File: src/rtl/pe_cell_apb_pkg.sv
// Shared types and constants for the PE-cell APB requester and its boot sequencer.
// The boot table is only consumed when PE_CELL_APB_MST_BOOT_EN is defined.
package pe_cell_apb_pkg;

    typedef enum logic [1:0] {
        ST_IDLE   = 2'd0,
        ST_SETUP  = 2'd1,
        ST_ACCESS = 2'd2
    } apb_state_t;

    localparam logic [3:0] SET_CYCLE0 = 4'h0;
    localparam logic [3:0] SET_CYCLE1 = 4'h1;
    localparam logic [3:0] SET_CYCLE2 = 4'h2;
    localparam logic [3:0] SET_CYCLE3 = 4'h3;
    localparam logic [3:0] REUSE      = 4'h4;

    localparam int BOOT_LEN   = 5;
    localparam int BOOT_IDX_W = $clog2(BOOT_LEN + 1);

    // Element 0 sits in the low byte, so entry i is written to address i.
    localparam logic [BOOT_LEN-1:0][7:0] BOOT_DATA = {8'h61, 8'h00, 8'h00, 8'h00, 8'h10};
    localparam logic [BOOT_LEN-1:0][3:0] BOOT_ADDR = {REUSE, SET_CYCLE3, SET_CYCLE2,
                                                      SET_CYCLE1, SET_CYCLE0};

    function automatic logic [7:0] boot_data_at(input logic [BOOT_IDX_W-1:0] idx);
        logic [7:0] d;
        d = '0;
        for (int i = 0; i < BOOT_LEN; i++)
            if (idx == BOOT_IDX_W'(i)) d = BOOT_DATA[i];
        return d;
    endfunction

    function automatic logic [3:0] boot_addr_at(input logic [BOOT_IDX_W-1:0] idx);
        logic [3:0] a;
        a = '0;
        for (int i = 0; i < BOOT_LEN; i++)
            if (idx == BOOT_IDX_W'(i)) a = BOOT_ADDR[i];
        return a;
    endfunction

endpackage

File: src/rtl/pe_cell_apb_master_boot.sv
// Boot sequencer: walks the package boot table, one entry per boot_next pulse.
// Only instantiated when PE_CELL_APB_MST_BOOT_EN is defined.
module pe_cell_apb_boot_seq
    import pe_cell_apb_pkg::*;
#(
    parameter int ADDR_W = 4,
    parameter int DATA_W = 8
) (
    input  logic              clk,
    input  logic              rst_n,
    input  logic              boot_next,
    output logic              boot_valid,
    output logic [ADDR_W-1:0] boot_addr,
    output logic [DATA_W-1:0] boot_data,
    output logic              boot_done
);

    logic [BOOT_IDX_W-1:0] idx;

    // Advances on completion or abort alike, so a timed-out entry is skipped.
    always_ff @(posedge clk or negedge rst_n) begin
        if (!rst_n)
            idx <= '0;
        else if (boot_next && boot_valid)
            idx <= idx + 1'b1;
    end

    assign boot_done  = (idx == BOOT_IDX_W'(BOOT_LEN));
    assign boot_valid = !boot_done;
    assign boot_addr  = ADDR_W'(boot_addr_at(idx));
    assign boot_data  = DATA_W'(boot_data_at(idx));

endmodule

File: src/rtl/pe_cell_apb_master.sv
// APB requester for the PE-cell register slave: valid/ready command in, one-cycle response out.
// Define PE_CELL_APB_MST_BOOT_EN to issue the boot-table writes after reset.
module pe_cell_apb_master
    import pe_cell_apb_pkg::*;
#(
    parameter int ADDR_W  = 4,
    parameter int DATA_W  = 8,
    parameter int TIMEOUT = 16,
    parameter int DLY     = 1
) (
    input  logic              clk,
    input  logic              rst_n,
    input  logic              cmd_valid,
    output logic              cmd_ready,
    input  logic              cmd_write,
    input  logic [ADDR_W-1:0] cmd_addr,
    input  logic [DATA_W-1:0] cmd_wdata,
    output logic              rsp_valid,
    output logic              rsp_write,
    output logic [DATA_W-1:0] rsp_rdata,
    output logic              rsp_err,
    output logic              busy,
    output logic              boot_done,
    output logic              psel,
    output logic              penable,
    output logic              pwrite,
    output logic [ADDR_W-1:0] paddr,
    output logic [DATA_W-1:0] pwdata,
    input  logic [DATA_W-1:0] prdata,
    input  logic              pready
);

    localparam int CNT_W = (TIMEOUT > 0) ? $clog2(TIMEOUT + 1) : 1;

    apb_state_t        state;
    logic              is_boot;
    logic [CNT_W-1:0]  wait_cnt;
    logic [CNT_W-1:0]  wait_inc;
    logic              abort;
    logic              xfer_end;
    logic              boot_valid;
    logic              boot_next;
    logic              boot_done_i;
    logic [ADDR_W-1:0] boot_addr;
    logic [DATA_W-1:0] boot_data;

`ifdef PE_CELL_APB_MST_BOOT_EN
    pe_cell_apb_boot_seq #(
        .ADDR_W (ADDR_W),
        .DATA_W (DATA_W)
    ) u_boot (
        .clk        (clk),
        .rst_n      (rst_n),
        .boot_next  (boot_next),
        .boot_valid (boot_valid),
        .boot_addr  (boot_addr),
        .boot_data  (boot_data),
        .boot_done  (boot_done_i)
    );
`else
    assign boot_valid  = 1'b0;
    assign boot_addr   = '0;
    assign boot_data   = '0;
    assign boot_done_i = 1'b1;
    logic unused_boot_next;
    assign unused_boot_next = boot_next;
`endif

    // DLY is accepted for interface compatibility; this RTL carries no delays.
    logic unused_dly;
    assign unused_dly = (DLY != 0);

    assign boot_done = boot_done_i;
    assign cmd_ready = (state == ST_IDLE) && boot_done_i;

    // Abort on the TIMEOUT-th consecutive pready=0 ACCESS cycle.
    assign wait_inc  = (&wait_cnt) ? wait_cnt : wait_cnt + 1'b1;
    assign abort     = (TIMEOUT != 0) && !pready && (wait_inc == CNT_W'(TIMEOUT));
    assign xfer_end  = (state == ST_ACCESS) && (pready || abort);
    assign boot_next = xfer_end && is_boot;

    always_ff @(posedge clk or negedge rst_n) begin
        if (!rst_n) begin
            state     <= ST_IDLE;
            is_boot   <= 1'b0;
            wait_cnt  <= '0;
            psel      <= 1'b0;
            penable   <= 1'b0;
            pwrite    <= 1'b0;
            paddr     <= '0;
            pwdata    <= '0;
            busy      <= 1'b0;
            rsp_valid <= 1'b0;
            rsp_write <= 1'b0;
            rsp_rdata <= '0;
            rsp_err   <= 1'b0;
        end else begin
            rsp_valid <= 1'b0;
            case (state)
                ST_IDLE: begin
                    if (boot_valid) begin
                        paddr    <= boot_addr;
                        pwdata   <= boot_data;
                        pwrite   <= 1'b1;
                        is_boot  <= 1'b1;
                        wait_cnt <= '0;
                        psel     <= 1'b1;
                        busy     <= 1'b1;
                        state    <= ST_SETUP;
                    end else if (cmd_valid && cmd_ready) begin
                        paddr    <= cmd_addr;
                        pwdata   <= cmd_wdata;
                        pwrite   <= cmd_write;
                        is_boot  <= 1'b0;
                        wait_cnt <= '0;
                        psel     <= 1'b1;
                        busy     <= 1'b1;
                        state    <= ST_SETUP;
                    end
                end
                ST_SETUP: begin
                    penable <= 1'b1;
                    state   <= ST_ACCESS;
                end
                ST_ACCESS: begin
                    if (xfer_end) begin
                        psel    <= 1'b0;
                        penable <= 1'b0;
                        busy    <= 1'b0;
                        state   <= ST_IDLE;
                        if (!is_boot) begin
                            rsp_valid <= 1'b1;
                            rsp_write <= pwrite;
                            rsp_err   <= !pready;
                            rsp_rdata <= (pready && !pwrite) ? prdata : '0;
                        end
                    end else begin
                        wait_cnt <= wait_inc;
                    end
                end
                default: state <= ST_IDLE;
            endcase
        end
    end

endmodule

File: config.mk
export PLATFORM = sky130hd
export DESIGN_NAME = pe_cell_apb_master
export DESIGN_NICKNAME = d
export VERILOG_FILES = /design/src/rtl/pe_cell_apb_pkg.sv /design/src/rtl/pe_cell_apb_master_boot.sv /design/src/rtl/pe_cell_apb_master.sv
export SDC_FILE = /design/constraint.sdc
export NUM_CORES = 1
export LEC_CHECK = 0
export CAP_MARGIN = 40
export CORE_ASPECT_RATIO = 1.25
export CORE_MARGIN = 3
export CORE_UTILIZATION = 39
export DETAILED_ROUTE_END_ITERATION = 8
export HOLD_SLACK_MARGIN = 0.12
export PLACE_DENSITY_LB_ADDON = 0.1
export SYNTH_ARGS = -nofsm -noshare
export SYNTH_HDL_FRONTEND = slang
export SYNTH_SLANG_ARGS = --single-unit
File: constraint.sdc
create_clock -name clk -period 3.6 [get_ports clk]
set_input_delay 0.72 -clock clk [delete_from_list [all_inputs] [get_ports clk]]
set_output_delay 0.72 -clock clk [all_outputs]
set_load 0.02 [all_outputs]
Word level (Yosys, flattened, before mapping)
Cells that the tools add are included.
{ "totals": {"input_bits": 25, "register_bits": 33, "elab_cells": 49} }
{ "op_classes": {"n_reduce_logical": 17, "eq_ne": 6, "n_addsub": 1, "muxes": 14} }
{ "op_table": {"columns": ["operator", "count"], "rows": [
  ["2-to-1 mux 5 bit", 3],
  ["one-hot mux 5 bit (2 select lines)", 1],
  ["2-to-1 mux 8 bit", 1],
  ["AND reduction 2 bit", 4],
  ["one-hot mux 2 bit (3 select lines)", 1],
  ["AND reduction 3 bit", 2],
  ["adder 5 x 1 -> 5 bit (second input constant)", 1],
  ["== test 5 bit (second input constant)", 1],
  ["AND reduction 5 bit", 1],
  ["logical AND 1 bit", 4],
  ["2-to-1 mux 1 bit", 4],
  ["2-to-1 mux 2 bit", 2],
  ["!= test 2 bit (second input constant)", 2],
  ["one-hot mux 1 bit (2 select lines)", 2],
  ["nonzero test 2 bit", 2],
  ["== test 2 x 1 -> 1 bit (second input constant)", 1],
  ["== test 2 bit (second input constant)", 1],
  ["zero test 1 bit", 2],
  ["zero test 2 bit", 1],
  ["!= test 2 x 1 -> 1 bit (second input constant)", 1],
  ["logical OR 1 bit", 1]
]} }

Depth between registers and ports, before layout
{ "logic_depth": {"ltp_word": 8, "ltp_mapped": 7} }

Least setup slack after synthesis
OpenSTA, ideal clock, no wires.
{ "synth_path": {"path_kind": "register -> register", "start": "register wait_cnt[0]", "end": "register rsp_write", "stages_incl_launch_ff": 8, "setup_time_ps": 99, "arrival_time_ps": 1639, "path_slack_ps": 1862, "path_cell_list": "dfrtp_1 > ha_1 > and2_1 > a21oi_1 > o21ai_2 > and2_1 > buf_6 > o311ai_4"} }
{ "synth_via": {"elab_chain_len": 7, "word_cells_on_any_way": 8} }
{ "synth_rtl": {"columns": ["element", "line", "text"], "rows": [
  ["start, declared", "pe_cell_apb_master.sv:37", "logic [CNT_W-1:0] wait_cnt;"],
  ["start signal, assigned", "pe_cell_apb_master.sv:138", "wait_cnt <= wait_inc;"],
  ["adder 5 x 1 -> 5 bit / AND reduction 5 bit (equally long branches)", "pe_cell_apb_master.sv:77", "assign wait_inc = (&wait_cnt) ? wait_cnt : wait_cnt + 1'b1;"],
  ["2-to-1 mux 5 bit (*)", "pe_cell_apb_master.sv:77", null],
  ["== test 5 bit (*)", "pe_cell_apb_master.sv:78", "assign abort = (TIMEOUT != 0) && !pready && (wait_inc == CNT_W'(TIMEOUT));"],
  ["logical AND 1 bit (*)", "pe_cell_apb_master.sv:78", null],
  ["logical OR 1 bit (*)", "pe_cell_apb_master.sv:79", "assign xfer_end = (state == ST_ACCESS) && (pready || abort);"],
  ["logical AND 1 bit (*)", "pe_cell_apb_master.sv:79", null],
  ["AND reduction 2 bit (no line) (*)", null, null],
  ["end signal, assigned", "pe_cell_apb_master.sv:133", "rsp_write <= pwrite;"],
  ["end, declared", "pe_cell_apb_master.sv:19", "output logic rsp_write,"]
]} }
Mark *: on every way between the ends. The rest lies on a longest branch, timed or not.
A chain may end at the register's enable or synchronous reset.

Final worst setup path
{ "layout_path": {"start": "register state[1]", "end": "output cmd_ready"} }
{ "layout_via": {"elab_chain_len": 1} }
{ "layout_rtl": {"columns": ["element", "line", "text"], "rows": [
  ["start, declared", "pe_cell_apb_master.sv:35", "apb_state_t state;"],
  ["start signal, assigned", "pe_cell_apb_master.sv:84", "state <= ST_IDLE;"],
  ["start signal, assigned", "pe_cell_apb_master.sv:109", "state <= ST_SETUP;"],
  ["start signal, assigned", "pe_cell_apb_master.sv:118", "state <= ST_SETUP;"],
  ["zero test 2 bit", "pe_cell_apb_master.sv:74", "assign cmd_ready = (state == ST_IDLE) && boot_done_i;"],
  ["end, declared", "pe_cell_apb_master.sv:14", "output logic cmd_ready,"]
]} }
No other way between the ends.

==> flow_metrics.py <==
metrics = {
    "worst_setup_path": {
        "crit_required_ps": 2880,
        "cp-end-kind": "output port",
        "worstPathMaxFanout": 4,
        "max_stage_delay_ps": 630,
        "reg2reg_slack_ps": 1480,
        "crit_slowest_cell": "clkdlybuf4s50_1",
        "cp-start-kind": "register",
        "critPathArrivalTime_ps": 1480,
        "path_cells": "nor2_1 -> clkdlybuf4s50_1",
        "r2r-end": "rsp_rdata[5]",
        "r2r_cells": 6,
        "cp_num_buf_inv": 1,
        "worstSetupPathType": "register to output port",
        "r2r_start": "wait_cnt[0]",
        "cp_top_family": "buffers and inverters",
    },
    "synthesis": {
        "synth-edff-count": 0,
        "yosysWarnings": 0,
        "ys_async_sr_fraction": 1.00,
        "synth_top_area_share": 0.533,
        "synth_area_per_cell_um2": 9.28,
        "ys_seq_area_frac": 0.533,
        "ys.flop_type": "dfrtp_1",
        "ys_seq_elements": 33,
        "synth_nets": 193,
        "yosys.area.top_type": "dfrtp_1",
        "synth_cell_types": 31,
        "netlist_area_mm2": 0.00155,
        "synthTopCellsByArea": "dfrtp_1, nand2_1, nand2b_1",
        "syn_inst": 167,
    },
    "grt": {
        "grt_start_max_net_pins": 34,
        "track_usage": 0.172,
        "grt_pass1_wl_um": 6490,
        "overflow": 0,
        "grt_pass1_vias": 1404,
        "antenna_found_initial": 0,
    },
    "cells_and_area": {
        "final_layout_size_suffix_gt1_frac": 0.0682,
        "fin_area_mm2": 0.00220,
        "fin_util": 0.576,
        "final_common_cell": "clkdlybuf4s50_1",
        "area_growth_pct": 41.7,
        "final.fill_count": 367,
        "mostFrequentLayoutCells": "clkdlybuf4s50_1, nand2_1, dfrtp_1",
        "antenna_cells": 0,
        "fin_nets": 245,
    },
    "clock_tree": {
        "cts-htree-levels": 2,
        "cts-root-buf": "clkbuf_8",
        "clk_path_buf_depth": 2,
        "clock_latency_ps": 290,
        "clock_sink_count": 33,
        "hold_buffers": 0,
        "post_cts_resized": 0,
        "cts_tree": "yes",
        "numCtsBuffers": 5,
        "post_cts_buffers": 0,
        "clkSlewWorstSetupHoldPaths_ps": 70,
    },
    "sta": {
        "fin_worst_skew_ps": 10.7,
        "tns_ps": 0,
        "finalMaxSlewViolations": 0,
        "fin_crit_sh": 0.611,
        "fmax_ghz": 0.455,
        "relSlewSlack": 0.517,
        "worst_pin_slew_ps": 724,
        "finalHoldViolations": 0,
        "setup_viol": 0,
        "min_period_ps": 2200,
        "rsz0062_at_grt": "false",
    },
    "place": {
        "finalWeightedCongestion": 0.713,
        "io_buffers": 52,
        "dp.final_hpwl_um": 2590,
        "place_area_mm2": 0.00210,
    },
    "floorplanning": {
        "die_area_mm2": 0.00477,
        "core-area_mm2": 0.00382,
        "ios": 54,
        "dieWidth_um": 62.4,
        "start_util": 0.406,
        "rows": 25,
        "die_y_um": 76.5,
    },
    "power": {
        "power_density_mw_per_mm2": 827,
        "peakVddDrop_mv": 0.457,
        "p_leak_nw": 0.980,
    },
    "routing": {
        "via_count": 1338,
        "dr.pass1.iters": 4,
        "viasPerCell": 4.88,
        "drtIter0Drc": 57,
        "ant_nets": 0,
        "routed_wl_um": 3680,
        "drc": 0,
        "wire_per_inst_um": 13.4,
    },
    "run_status": {
        "status": "completed",
    },
    "worst_hold_path": {
        "hp-class": "primary input to async pin",
    },
    "flow_run": {
        "cap_violations": 0,
    },
}
-- logic make-up (layout without fill, tap and decap cells) --
kind of cell | Yosys count | count (layout) | synth area share
buf+inv | 14 | 67 | 0.0436
flops | 33 | 33 | 0.533
compound gates | 34 | 34 | 0.155
other cells | 1 | 1 | 0.00242
fa+ha+maj | 1 | 1 | 0.00807
simple gates | 82 | 82 | 0.245
mux | 2 | 2 | 0.0129
-- power breakdown --
group	internal, mW	switching, mW	total [mW]
logic	0.402	0.463	0.865
registers	0.522	0.116	0.638
clock network	0.173	0.141	0.314
total	1.10	0.720	1.82
-- layer usage --
layer  share of wire  global-route usage
met5               0                   0
met4           0.017              0.0662
met3           0.080              0.0693
met2            0.51               0.290
met1            0.40               0.193
-- worst max path at each step --
stage	startpoint	endpoint	slack (ps)	depth (start not counted)
finish	state[1]	cmd_ready	1400	2
global route	wait_cnt[0]	rsp_rdata[5]	1310	6
CTS	state[1]	cmd_ready	1370	2
detailed placement	pready	wait_cnt[2]	1150	5
global placement	pready	rsp_rdata[4]	1240	4
floorplan	wait_cnt[0]	rsp_write	1860	7
-- flip-flops by register name, summed over array words and instances, names as in the netlist --
register,flops
wait_cnt,5
rsp_write,1
state,2
pwrite,1
rsp_rdata,8
paddr,4
pwdata,8
rsp_valid,1
rsp_err,1
psel,1
penable,1
-- through the flow --
| step | hold WS, ps | cells | power (mW) | setup WS, ps |
|---|---|---|---|---|
| 6_report | 474 | 274 | 1.82 | 1400 |
| 5_1_grt | 502 | 274 | 1.96 | 1310 |
| 4_1_cts | 477 | 274 | 1.84 | 1370 |
| 3_5_place_dp | 461 | 266 | 1.52 | 1150 |
| 3_3_place_gp | 458 | 266 | 1.49 | 1240 |
| 2_1_floorplan | 424 | 167 | 1.12 | 1860 |
-- synthesized netlist by cell type, drive strengths merged (2+ instances only) --
| cell | count |
|---|---|
| a21oi | 7 |
| a22oi | 8 |
| a31oi | 3 |
| and2 | 4 |
| buf | 4 |
| clkbuf | 4 |
| dfrtp | 33 |
| inv | 6 |
| mux2i | 2 |
| nand2 | 47 |
| nand2b | 10 |
| nand3 | 5 |
| nand4 | 4 |
| nor2 | 8 |
| o21ai | 10 |
-- area by class of cell --
class,count,area [um2],share of cell area
clock buffer,7,96.3,0.0438
timing repair buffer,53,523,0.238
inverter,6,22.5,0.0103
multi-input combinational,120,657,0.299
sequential,33,826,0.376
tap,54,67.6,0.0308
clock inverter,1,5.00,0.00228
(Power assumes the default switching activity.)
